==> src/rtl/uart_pkg.sv <==
// Shared definitions for the UART transmit generator: FSM state codes and frame sizing.
package uart_pkg;

    localparam int unsigned STATE_W  = 3;
    localparam int unsigned BITCNT_W = 4;

    typedef enum logic [STATE_W-1:0] {
        ST_IDLE   = 3'd0,
        ST_START  = 3'd1,
        ST_DATA   = 3'd2,
        ST_PARITY = 3'd3,
        ST_STOP   = 3'd4,
        ST_GUARD  = 3'd5
    } tx_state_e;

    // Bit-times in one frame, guard interval included.
    function automatic int unsigned frame_bits(
        input int unsigned data_w,
        input int unsigned parity_en,
        input int unsigned stop_bits,
        input int unsigned guard_bits
    );
        return 1 + data_w + parity_en + stop_bits + guard_bits;
    endfunction

endpackage

==> src/rtl/uart_baud_tick.sv <==
// Bit-time divider: tick marks the last bitclk cycle of each bit-time.
module uart_baud_tick #(
    parameter int unsigned CLKS_PER_BIT = 1
) (
    input  logic bitclk,
    input  logic reset,
    input  logic clear,
    input  logic enable,
    output logic tick
);

    localparam int unsigned CNT_W = (CLKS_PER_BIT > 1) ? $clog2(CLKS_PER_BIT) : 1;
    localparam logic [CNT_W-1:0] LAST = CNT_W'(CLKS_PER_BIT - 1);

    logic [CNT_W-1:0] cnt_q;

    assign tick = enable && (cnt_q == LAST);

    always_ff @(posedge bitclk) begin
        if (reset || clear) begin
            cnt_q <= '0;
        end else if (enable) begin
            cnt_q <= tick ? '0 : cnt_q + CNT_W'(1);
        end
    end

endmodule

==> src/rtl/uart_tx_gen.sv <==
// UART frame transmitter: start, LSB-first data, optional parity, stop and guard bit-times.
module uart_tx_gen
    import uart_pkg::*;
#(
    parameter int unsigned DATA_W       = 8,
    parameter int unsigned CLKS_PER_BIT = 1,
    parameter int unsigned PARITY_EN    = 0,
    parameter int unsigned PARITY_ODD   = 0,
    parameter int unsigned STOP_BITS    = 1,
    parameter int unsigned GUARD_BITS   = 4
) (
    input  logic                bitclk,
    input  logic                reset,
    input  logic                start,
    input  logic [DATA_W-1:0]   data,
    output logic                bsy,
    output logic                done,
    output logic                txline,
    output logic [STATE_W-1:0]  dbg_state,
    output logic [BITCNT_W-1:0] dbg_bitcnt
);

    localparam logic [BITCNT_W-1:0] LAST_DATA  = BITCNT_W'(DATA_W - 1);
    localparam logic [BITCNT_W-1:0] LAST_STOP  = BITCNT_W'(STOP_BITS - 1);
    localparam logic [BITCNT_W-1:0] LAST_GUARD = BITCNT_W'((GUARD_BITS == 0) ? 0 : GUARD_BITS - 1);

    if (DATA_W < 5 || DATA_W > 9) begin : g_bad_data_w
        $error("uart_tx_gen: DATA_W must be 5..9");
    end
    if (CLKS_PER_BIT < 1 || CLKS_PER_BIT > 65535) begin : g_bad_cpb
        $error("uart_tx_gen: CLKS_PER_BIT must be 1..65535");
    end
    if (PARITY_EN > 1 || PARITY_ODD > 1) begin : g_bad_parity
        $error("uart_tx_gen: PARITY_EN and PARITY_ODD must be 0 or 1");
    end
    if (STOP_BITS < 1 || STOP_BITS > 2) begin : g_bad_stop
        $error("uart_tx_gen: STOP_BITS must be 1 or 2");
    end
    if (GUARD_BITS > 15) begin : g_bad_guard
        $error("uart_tx_gen: GUARD_BITS must be 0..15");
    end

    tx_state_e            state_q, state_d;
    logic [DATA_W-1:0]    shreg_q, shreg_d;
    logic                 par_q, par_d;
    logic [BITCNT_W-1:0]  bitcnt_q, bitcnt_d;
    logic                 bsy_q, bsy_d;
    logic                 done_q, done_d;
    logic                 tx_q, tx_d;
    logic                 tick;

    // Divider is held cleared while idle so every frame starts a fresh bit-time.
    uart_baud_tick #(
        .CLKS_PER_BIT (CLKS_PER_BIT)
    ) u_baud_tick (
        .bitclk (bitclk),
        .reset  (reset),
        .clear  (state_q == ST_IDLE),
        .enable (state_q != ST_IDLE),
        .tick   (tick)
    );

    always_ff @(posedge bitclk) begin
        if (reset) begin
            state_q  <= ST_IDLE;
            shreg_q  <= '0;
            par_q    <= 1'b0;
            bitcnt_q <= '0;
            bsy_q    <= 1'b0;
            done_q   <= 1'b0;
            tx_q     <= 1'b1;
        end else begin
            state_q  <= state_d;
            shreg_q  <= shreg_d;
            par_q    <= par_d;
            bitcnt_q <= bitcnt_d;
            bsy_q    <= bsy_d;
            done_q   <= done_d;
            tx_q     <= tx_d;
        end
    end

    always_comb begin
        state_d  = state_q;
        shreg_d  = shreg_q;
        par_d    = par_q;
        bitcnt_d = bitcnt_q;
        done_d   = 1'b0;

        case (state_q)
            ST_IDLE: begin
                if (start) begin
                    state_d  = ST_START;
                    shreg_d  = data;
                    par_d    = (^data) ^ 1'(PARITY_ODD);
                    bitcnt_d = '0;
                end
            end
            ST_START: begin
                if (tick) begin
                    state_d  = ST_DATA;
                    bitcnt_d = '0;
                end
            end
            ST_DATA: begin
                if (tick) begin
                    shreg_d = shreg_q >> 1;
                    if (bitcnt_q == LAST_DATA) begin
                        bitcnt_d = '0;
                        if (PARITY_EN != 0) begin
                            state_d = ST_PARITY;
                        end else begin
                            state_d = ST_STOP;
                        end
                    end else begin
                        bitcnt_d = bitcnt_q + BITCNT_W'(1);
                    end
                end
            end
            ST_PARITY: begin
                if (tick) begin
                    state_d  = ST_STOP;
                    bitcnt_d = '0;
                end
            end
            ST_STOP: begin
                if (tick) begin
                    if (bitcnt_q == LAST_STOP) begin
                        bitcnt_d = '0;
                        if (GUARD_BITS != 0) begin
                            state_d = ST_GUARD;
                        end else begin
                            state_d = ST_IDLE;
                            done_d  = 1'b1;
                        end
                    end else begin
                        bitcnt_d = bitcnt_q + BITCNT_W'(1);
                    end
                end
            end
            ST_GUARD: begin
                if (tick) begin
                    if (bitcnt_q == LAST_GUARD) begin
                        bitcnt_d = '0;
                        state_d  = ST_IDLE;
                        done_d   = 1'b1;
                    end else begin
                        bitcnt_d = bitcnt_q + BITCNT_W'(1);
                    end
                end
            end
            default: begin
                state_d  = ST_IDLE;
                bitcnt_d = '0;
            end
        endcase

        // Line level is computed from the next state so txline is a plain flop.
        case (state_d)
            ST_START:  tx_d = 1'b0;
            ST_DATA:   tx_d = shreg_d[0];
            ST_PARITY: tx_d = par_d;
            default:   tx_d = 1'b1;
        endcase

        bsy_d = (state_d != ST_IDLE);
    end

    assign bsy        = bsy_q;
    assign done       = done_q;
    assign txline     = tx_q;
    assign dbg_state  = state_q;
    assign dbg_bitcnt = bitcnt_q;

endmodule

==> config.mk <==
export PLATFORM = sky130hd
export DESIGN_NAME = uart_tx_gen
export DESIGN_NICKNAME = d
export VERILOG_FILES = /design/src/rtl/uart_pkg.sv /design/src/rtl/uart_baud_tick.sv /design/src/rtl/uart_tx_gen.sv
export SDC_FILE = /design/constraint.sdc
export NUM_CORES = 1
export LEC_CHECK = 0
export CAP_MARGIN = 40
export CORE_MARGIN = 2
export CORE_UTILIZATION = 51
export CTS_CLUSTER_SIZE = 40
export DETAILED_ROUTE_END_ITERATION = 12
export GPL_TIMING_DRIVEN = 0
export PLACE_DENSITY = 0.79
export SLEW_MARGIN = 5
export SYNTH_ARGS = -nofsm -noshare
export SYNTH_HDL_FRONTEND = slang
export SYNTH_SLANG_ARGS = --single-unit
==> constraint.sdc <==
create_clock -name bitclk -period 4.8 [get_ports bitclk]
set_input_delay 1.44 -clock bitclk [delete_from_list [all_inputs] [get_ports bitclk]]
set_output_delay 1.44 -clock bitclk [all_outputs]
set_load 0.01 [all_outputs]
; Yosys cells after proc, flatten, opt, wreduce, memory -nomap -nowiden
; Index checks and enable logic that the tools add are counted.
[totals]
regBits = 20
in_bits = 11
output_inout_bits = 10
elab_cells = 68
[op_classes]
addsub = 2
n_eq_ne = 15
n_mux = 27
bitwise_logic = 3
n_reduce_logical = 12
[ops]
columns = cell, count
row1 = $mux W4, 8
row2 = $mux W3, 9
row3 = $pmux W4 S5, 1
row4 = $pmux W3 S6, 1
row5 = $mux W8, 2
row6 = $pmux W8 S2, 1
row7 = $eq A3 B2 Y1 const B, 4
row8 = $ne A2 B1 Y1 const B, 4
row9 = $reduce_xor A8 Y1, 1
row10 = $eq A3 B1 Y1 const B, 2
row11 = $eq A3 B3 Y1 const B, 2
row12 = $reduce_bool A3 Y1, 2
row13 = $reduce_and A5 Y1, 1
row14 = $add A4 B1 Y4 const B, 1
row15 = $eq A4 B2 Y1 const B, 1
row16 = $eq A4 B3 Y1 const B, 1
row17 = $logic_not A4 Y1, 1
row18 = $mux W1, 4
row19 = $logic_not A3 Y1, 1
row20 = $not A1 Y1, 3
row21 = $pmux W1 S3, 1
row22 = $reduce_and A3 Y1, 1
row23 = $reduce_or A3 Y1, 1
row24 = $ne A2 B2 Y1 const B, 1
row25 = 5 further kinds, 5

; Longest topological paths before layout
; Gate-level depths: netlist (run 1).
[logic_depth]
word_depth = 6
ltp_mapped = 7

; By module
; A second synthesis (run 1) with hierarchy kept.
[unflattened]
cells_unflattened = 118
area_unflattened_um2 = 1061.0
[by_module_without_submodules]
columns = module, n_inst, cells_each, area_per_inst_um2, seq_area_each_um2
row1 = uart_tx_gen, 1, 115, 1019.7, 380.4
row2 = uart_baud_tick, 1, 3, 41.3, 20.0

; Least setup slack after synthesis (run 1)
; No wires, ideal clock.
[synth_path]
kind = input to register
startpoint = input port start
endpoint = register bitcnt_q[3], in the netlist dbg_bitcnt[3]
arrival_ps = 2319
required_time_ps = 4672
setup_slack_ps = 2354
stages = 5
n_path_buf = 0
path_cell_list = or4_4 > o311ai_4 > a21oi_2 > a221oi_1 > nor2_1
[synth_between]
elab_chain_len = 2
[synth_rtl]
columns = element, line
row1 = start: declaration, uart_tx_gen.sv:14  ; input logic start,
row2 = $ne A2 B2 Y1 (no source line), --
row3 = $reduce_and A5 Y1 (no source line), --
row4 = end signal: assignment, uart_tx_gen.sv:76  ; bitcnt_q <= bitcnt_d;
row5 = end: declaration, uart_tx_gen.sv:46  ; logic [BITCNT_W-1:0] bitcnt_q, bitcnt_d;
; No other way between the ends.
; A chain may end at the register's enable or synchronous reset.

; Worst setup path in the final report (run 1)
[layout_path]
startpoint = register state_q[2], in the netlist dbg_state[2]
endpoint = output port dbg_state[2]
[layout_rtl]
columns = element, line
row1 = start: declaration, uart_tx_gen.sv:43  ; tx_state_e state_q, state_d;
row2 = start signal: assignment, uart_tx_gen.sv:73  ; state_q <= state_d;
row3 = end: declaration, uart_tx_gen.sv:19  ; output logic [STATE_W-1:0] dbg_state,
; No word-level cell between the ends.

==> flow_summary.yaml, run 1 <==
sta:
  report.final.setup_viol: 0
  finalCritPeriodShare: 0.613
  finalCriticalPeriod_ns: 2.94
  final_slew_viol_count: 0
  grt_setup_unrepaired: "false"
  peak_freq_mhz: 340
  setup_total_negative_slack_ns: 0
  clock_skew_ns: 0.000492
  report.final.hold_viol_count: 0
critical_path:
  timing.critical_path.cells: "clkdlybuf4s50_1"
  cp.arrival_ns: 1.50
  worstReg2RegStart: "dbg_bitcnt[0]"
  worstReg2RegEnd: "dbg_bitcnt[2]"
  critPathMaxFanout: 9
  timing.reg2reg.setup_slack_ns: 2.97
  crit_path_max_incr_delay_ns: 0.62
  critical_path.top_delay_family: "buffers and inverters"
  endpoint_kind: "output pin"
  cp.buffers_inverters: 1
  critPathKind: "flop to output pin"
  worst-path-stages: 1
  critPathSlowestCell: "clkdlybuf4s50_1"
  reg2reg_depth: 6
  crit_path_start: "dbg_state[2]"
  timing.critical_path.required_ns: 3.36
  category_of_the_worst_setup_path_launch_point: "flop"
  worst_setup_path_endpoint: "dbg_state[2]"
synth:
  synth_area_leaders: "dfxtp_1 (37%), a22oi_1 (4.9%), xnor2_1 (4.9%)"
  ys_seq_elements: 20
  ys_seq_area_frac: 0.373
  synthCells: 117
  synth.net_count: 130
  synth-async-reset-ratio: 0
  synth_commonest_cells: "dfxtp_1 (20), nand2_1 (12), a21oi_1 (10), nor2_1 (10), a22oi_1 (7)"
  netlist_area_um2: 1070
  yosysWarningCount: 0
  synth_largest_area_cell: "dfxtp_1"
  synth-edff-count: 0
  yosys_most_used_dff: "dfxtp_1"
  post-synth-top-area-fraction: 0.373
  most_frequent_cell_after_synthesis: "dfxtp_1"
  count_of_different_cell_masters_after_synthesis: 40
  synth.avg_cell_area_um2: 9.16
layout:
  syn2layout_area_growth_pct: 24.3
  combined_area_of_the_multi_input_logic_cells_um2: 616
  finish.utilization: 0.672
  antenna_cells: 0
  sequential_cell_area_um2: 400
  fill_cells: 158
  post_route_cells_drive_above_1_share: 0.121
  finalNonFillerCells: 167
  finalInstanceArea_um2: 1330
  design.final.nets: 154
global_routing:
  globalRoute.busiestLayer: "met2"
  grtUsageMet2: 0.324
  globalRoute.totalOverflow: 0
  use_met1: 0.259
  grt_pass1_vias: 871
  antenna_violations_before_repair: 0
  grt_first_pass_wirelength_um: 3790
  gr_usage_total: 0.196
  use_met3: 0.0273
  maximum_number_of_pins_on_one_net_before_global_route_repair: 12
worst_hold_path:
  min_path_cells: 2
  min_path_type: "flop to flop"
flow_run:
  cap_violations: 0
clocking:
  cts.repair_timing.setup_buffer_count: 0
  number_of_buffers_created_by_cts: 3
  post_cts_resized: 0
  clock-root-buffer: "clkbuf_4"
  worstSkewPairLatency_ns: 0.29
  cts_tree: "built"
  cts_sinks: 20
  clock_path_buffers: 2
  hold_buffers: 0
  cts.clk_slew.worst_paths_ns: 0.11
  cts_htree_levels: 1
floorplan:
  fp.dieArea_um2: 2490
  rows: 16
  core_region_area_um2: 1980
  top_level_ports: 21
  initial_utilization: 0.541
  die_h_um: 49.9
  die_width_um: 49.9
detailed_routing:
  drc_errors: 0
  post_drt_via_cell_ratio: 5.57
  drt-initial-drc-count: 23
  routed_wirelength_um: 2140
  avgRoutedWirePerCell_um: 12.8
  drtAntennaViolNets: 0
  vias: 930
  drt_pre_antenna_iters: 4
pwr:
  finalPower_mw: 0.370
  power.share.combinational: 0.242
  power_density_nw_per_um2: 278
  ir_drop_v: 0.000173
  netSwitchingPower_mw: 0.101
  internal-power_mw: 0.268
  seqPwrFrac: 0.495
  clockPowerShare: 0.264
  switching_share: 0.274
  power.static_leakage_nw: 0.449
placed_design:
  place_congestion: 0.807
  detailed_place.area_um2: 1300
  dp_hpwl_um: 1640
  portBuffers: 19
  dp.cells: 163
status:
  run_status: "completed"
-- placed cells by master (no fill, tap or decap), types with 2 or more instances in the layout --
| cell | instances |
|---|---|
| nor2b_1 | 3 |
| o21ai_0 | 2 |
| inv_1 | 6 |
| xnor2_1 | 6 |
| a21oi_2 | 2 |
| a31oi_1 | 4 |
| ha_1 | 2 |
| a22oi_1 | 7 |
| clkbuf_4 | 3 |
| nor2_1 | 10 |
| nand3b_1 | 2 |
| nand3_1 | 2 |
| buf_4 | 2 |
| a21oi_1 | 10 |
| nand2b_1 | 2 |
| clkdlybuf4s50_1 | 19 |
| dfxtp_1 | 20 |
| nand2_1 | 12 |
| nor4b_4 | 2 |
-- per-stage QoR --
stage,worst slack (ns),hold slack (ns)
after floorplan,2.35,0.436
after global placement,1.80,0.444
after detailed placement,1.77,0.457
after CTS,1.86,0.474
after global routing,1.80,0.489
final,1.86,0.469
-- power groups by stage --
stage               Combinational, mW  Sequential (mW)  Clock (mW)
CTS                            0.0898            0.183       0.101
detailed placement             0.0897            0.187           0
global route                   0.0979            0.184       0.106
finish                         0.0894            0.183      0.0976
global placement               0.0873            0.186           0
floorplan                      0.0602            0.188           0
-- final cells by class --
| type | count | share of cell area |
|---|---|---|
| tap | 27 | 0.0254 |
| multi-input combinational | 86 | 0.462 |
| clock buffer | 4 | 0.0272 |
| sequential | 20 | 0.300 |
| buffer | 5 | 0.0254 |
| inverter | 6 | 0.0169 |
| timing repair buffer | 19 | 0.143 |
-- routing by layer --
layer,up-vias,part of all wire
li1,465,-
met3,2,0.025
met5,-,0
met1,449,0.47
met4,0,0.0061
met2,14,0.49
-- flip-flops by register name, indices dropped and copies added (netlist names) --
register / cells
dbg_bitcnt: 4
done: 1
dbg_state: 3
bsy: 1
txline: 1
shreg_q: 8
u_baud_tick.cnt_q: 1
par_q: 1
-- how the worst min path moves through the flow --
stage               startpoint         end  slack (ns)
finish              shreg_q[4]  shreg_q[4]        0.47
global route        shreg_q[1]  shreg_q[1]        0.49
CTS                 shreg_q[5]  shreg_q[5]        0.47
detailed placement  shreg_q[5]  shreg_q[5]        0.46
global placement    shreg_q[6]  shreg_q[6]        0.44
floorplan           shreg_q[2]  shreg_q[2]        0.44
-- kinds of logic after synthesis --
| group | count (synthesis) | synth area share |
|---|---|---|
| compound gates | 37 | 0.265 |
| xor+xnor | 7 | 0.0572 |
| fa+ha+maj | 2 | 0.0233 |
| buf+inv | 11 | 0.0525 |
| flops | 20 | 0.373 |
| mux | 2 | 0.0233 |
| other cells | 1 | 0.00350 |
| simple gates | 37 | 0.202 |
Power figures use the tool's default switching activity.
==> run 2, diff against run 1 <==
--- a/config.mk
+++ b/config.mk
@@ -7,11 +7,11 @@
 export LEC_CHECK = 0
 export CAP_MARGIN = 40
 export CORE_MARGIN = 2
-export CORE_UTILIZATION = 51
+export CORE_UTILIZATION = 45
 export CTS_CLUSTER_SIZE = 40
 export DETAILED_ROUTE_END_ITERATION = 12
 export GPL_TIMING_DRIVEN = 0
-export PLACE_DENSITY = 0.79
+export PLACE_DENSITY = 0.74
 export SLEW_MARGIN = 5
 export SYNTH_ARGS = -nofsm -noshare
 export SYNTH_HDL_FRONTEND = slang
==> constraint.sdc (replaced) <==
create_clock -name bitclk -period 2.41 [get_ports bitclk]
set_input_delay 0.723 -clock bitclk [delete_from_list [all_inputs] [get_ports bitclk]]
set_output_delay 0.723 -clock bitclk [all_outputs]
set_load 0.01 [all_outputs]
==> run 2 against run 1 <==
Effect of this change: routed wire length is 4.6% higher; critical endpoint unchanged; combinational power is 100% higher; sequential power increased by 99%; sequential cell count stayed put; clock-buffer cell count did not move; sequential share of layout area hardly changed; clock skew increased by 0.0085 ns.
==> flow_summary.yaml, run 2 (synthesis gave the netlist of run 1 again) <==
critical_path:
  cp.buffers_inverters: 1
  critPathSlowestCell: "clkdlybuf4s50_1"
  category_of_the_worst_setup_path_launch_point: "flop"
  crit_path_start: "dbg_state[2]"
  critPathKind: "flop to output pin"
  worstReg2RegStart: "dbg_bitcnt[0]"
  endpoint_kind: "output pin"
  cp.arrival_ns: 1.51
  timing.critical_path.cells: "clkdlybuf4s50_1"
  crit_path_max_incr_delay_ns: 0.62
  worstReg2RegEnd: "dbg_bitcnt[2]"
  worst-path-stages: 1
  critPathMaxFanout: 9
  timing.reg2reg.setup_slack_ns: 0.59
  critical_path.top_delay_family: "buffers and inverters"
  reg2reg_depth: 6
  timing.critical_path.required_ns: 1.69
  worst_setup_path_endpoint: "dbg_state[2]"
floorplan:
  rows: 17
  top_level_ports: 21
  die_width_um: 52.8
  core_region_area_um2: 2230
  fp.dieArea_um2: 2790
  die_h_um: 52.8
  initial_utilization: 0.480
sta:
  peak_freq_mhz: 448
  clock_skew_ns: 0.00896
  timing.hold.ws_ns: 0.462
  report.final.setup_viol: 0
  finalCritPeriodShare: 0.927
  grt_setup_unrepaired: "false"
  tightestPinTransition_ns: 0.523
  finalCriticalPeriod_ns: 2.23
  setup_total_negative_slack_ns: 0
  slew_headroom: 0.651
  report.final.hold_viol_count: 0
  final_slew_viol_count: 0
detailed_routing:
  routed_wirelength_um: 2240
  post_drt_via_cell_ratio: 5.53
  avgRoutedWirePerCell_um: 13.3
  vias: 929
  drt-initial-drc-count: 30
  drtAntennaViolNets: 0
  drc_errors: 0
  drt_pre_antenna_iters: 4
clocking:
  number_of_buffers_created_by_cts: 3
  clock_path_buffers: 2
  cts.clk_slew.worst_paths_ns: 0.11
  cts.repair_timing.setup_buffer_count: 0
  post_cts_resized: 0
  hold_buffers: 0
  cts_tree: "built"
  cts_htree_levels: 1
  clock-root-buffer: "clkbuf_4"
  worstSkewPairLatency_ns: 0.30
  cts_sinks: 20
pwr:
  power.static_leakage_nw: 0.449
  clockPowerShare: 0.266
  netSwitchingPower_mw: 0.205
  seqPwrFrac: 0.492
  internal-power_mw: 0.535
  ir_drop_v: 0.000362
  switching_share: 0.277
  power.share.combinational: 0.242
  power_density_nw_per_um2: 555
worst_hold_path:
  min_path_type: "flop to flop"
global_routing:
  use_met3: 0.0343
  grtUsageMet2: 0.308
  antenna_violations_before_repair: 0
  globalRoute.busiestLayer: "met2"
  globalRoute.totalOverflow: 0
  grt_first_pass_wirelength_um: 3600
  use_met1: 0.217
  grt_pass1_vias: 841
  gr_usage_total: 0.180
  maximum_number_of_pins_on_one_net_before_global_route_repair: 12
placed_design:
  dp_hpwl_um: 1650
  place_congestion: 0.863
  portBuffers: 19
layout:
  top_register: "shreg_q"
  design.final.nets: 154
  largest_register_ff_count: 8
  syn2layout_area_growth_pct: 24.4
  post_route_cells_drive_above_1_share: 0.121
  antenna_cells: 0
  layout.cells.most_common_list: "dfxtp_1 (20), clkdlybuf4s50_1 (19), nand2_1 (12)"
  final_common_cell: "dfxtp_1"
flow_run:
  cap_violations: 0
status:
  run_status: "completed"
==> run 2: cell counts in the layout (fill, tap and decap cells not counted) <==
Identical to the previous run, type by type.
==> run 2: power by group through the flow <==
| stage | Clock, mW | Combinational (mW) | Sequential [mW] |
|---|---|---|---|
| finish | 0.197 | 0.179 | 0.364 |
| global route | 0.216 | 0.195 | 0.367 |
| CTS | 0.201 | 0.180 | 0.364 |
| detailed placement | 0 | 0.179 | 0.372 |
| global placement | 0 | 0.175 | 0.371 |
| floorplan | 0 | 0.120 | 0.374 |
==> run 2: worst min-delay path by stage <==
stage                     startpoint          to  slack (ns)  cells after the start
after floorplan           shreg_q[2]  shreg_q[2]        0.44                      2
after global placement    shreg_q[3]  shreg_q[3]        0.44                      2
after detailed placement  shreg_q[3]  shreg_q[3]        0.45                      2
after CTS                 shreg_q[3]  shreg_q[3]        0.46                      2
after global routing      shreg_q[4]  shreg_q[4]        0.49                      2
final                     shreg_q[3]  shreg_q[3]        0.46                      2
==> run 2: metal layers <==
| layer | vias to the layer above | wire (um) |
|---|---|---|
| li1 | 463 | - |
| met1 | 446 | 1040 |
| met2 | 16 | 1120 |
| met3 | 4 | 51 |
| met4 | 0 | 29 |
| met5 | - | 0 |
==> run 2: tightest hold or removal path, delay by kind of cell, from the launching register on <==
family / cells / cell delay (ns)
compound gates: 1 / 0.05
flops: 1 / 0.32
simple gates: 1 / 0.05
==> run 2: final cells by class <==
| type | count | area [um^2] |
|---|---|---|
| inverters | 6 | 22.5 |
| flip-flops and latches | 20 | 400 |
| fillers | 192 | 900 |
| multi-input cells | 86 | 616 |
| plain buffers | 5 | 33.8 |
| clock buffers | 4 | 36.3 |
| repair buffers | 19 | 190 |
| well taps | 28 | 35.0 |
==> run 2: through the flow <==
step                      utilization  instance area (um^2)  power [mW]  std cells  worst slack [ns]
after CTS                       0.597                  1330       0.746        168             0.160
final                           0.597                  1330       0.740        168             0.176
after detailed placement        0.581                  1300       0.550        164             0.111
after floorplan                     -                  1070       0.493        117             0.670
after global placement          0.581                  1300       0.546        164             0.120
after global routing            0.597                  1330       0.777        168             0.109
==> run 3, diff against run 2 <==
--- a/config.mk
+++ b/config.mk
@@ -5,6 +5,7 @@
 export SDC_FILE = /design/constraint.sdc
 export NUM_CORES = 1
 export LEC_CHECK = 0
+export ABC_CLOCK_PERIOD_IN_PS = 2410
 export CAP_MARGIN = 40
 export CORE_MARGIN = 2
 export CORE_UTILIZATION = 45
==> results of run 3 <==
Same layout as run 2: the final DEF is identical, and so are final timing and power.
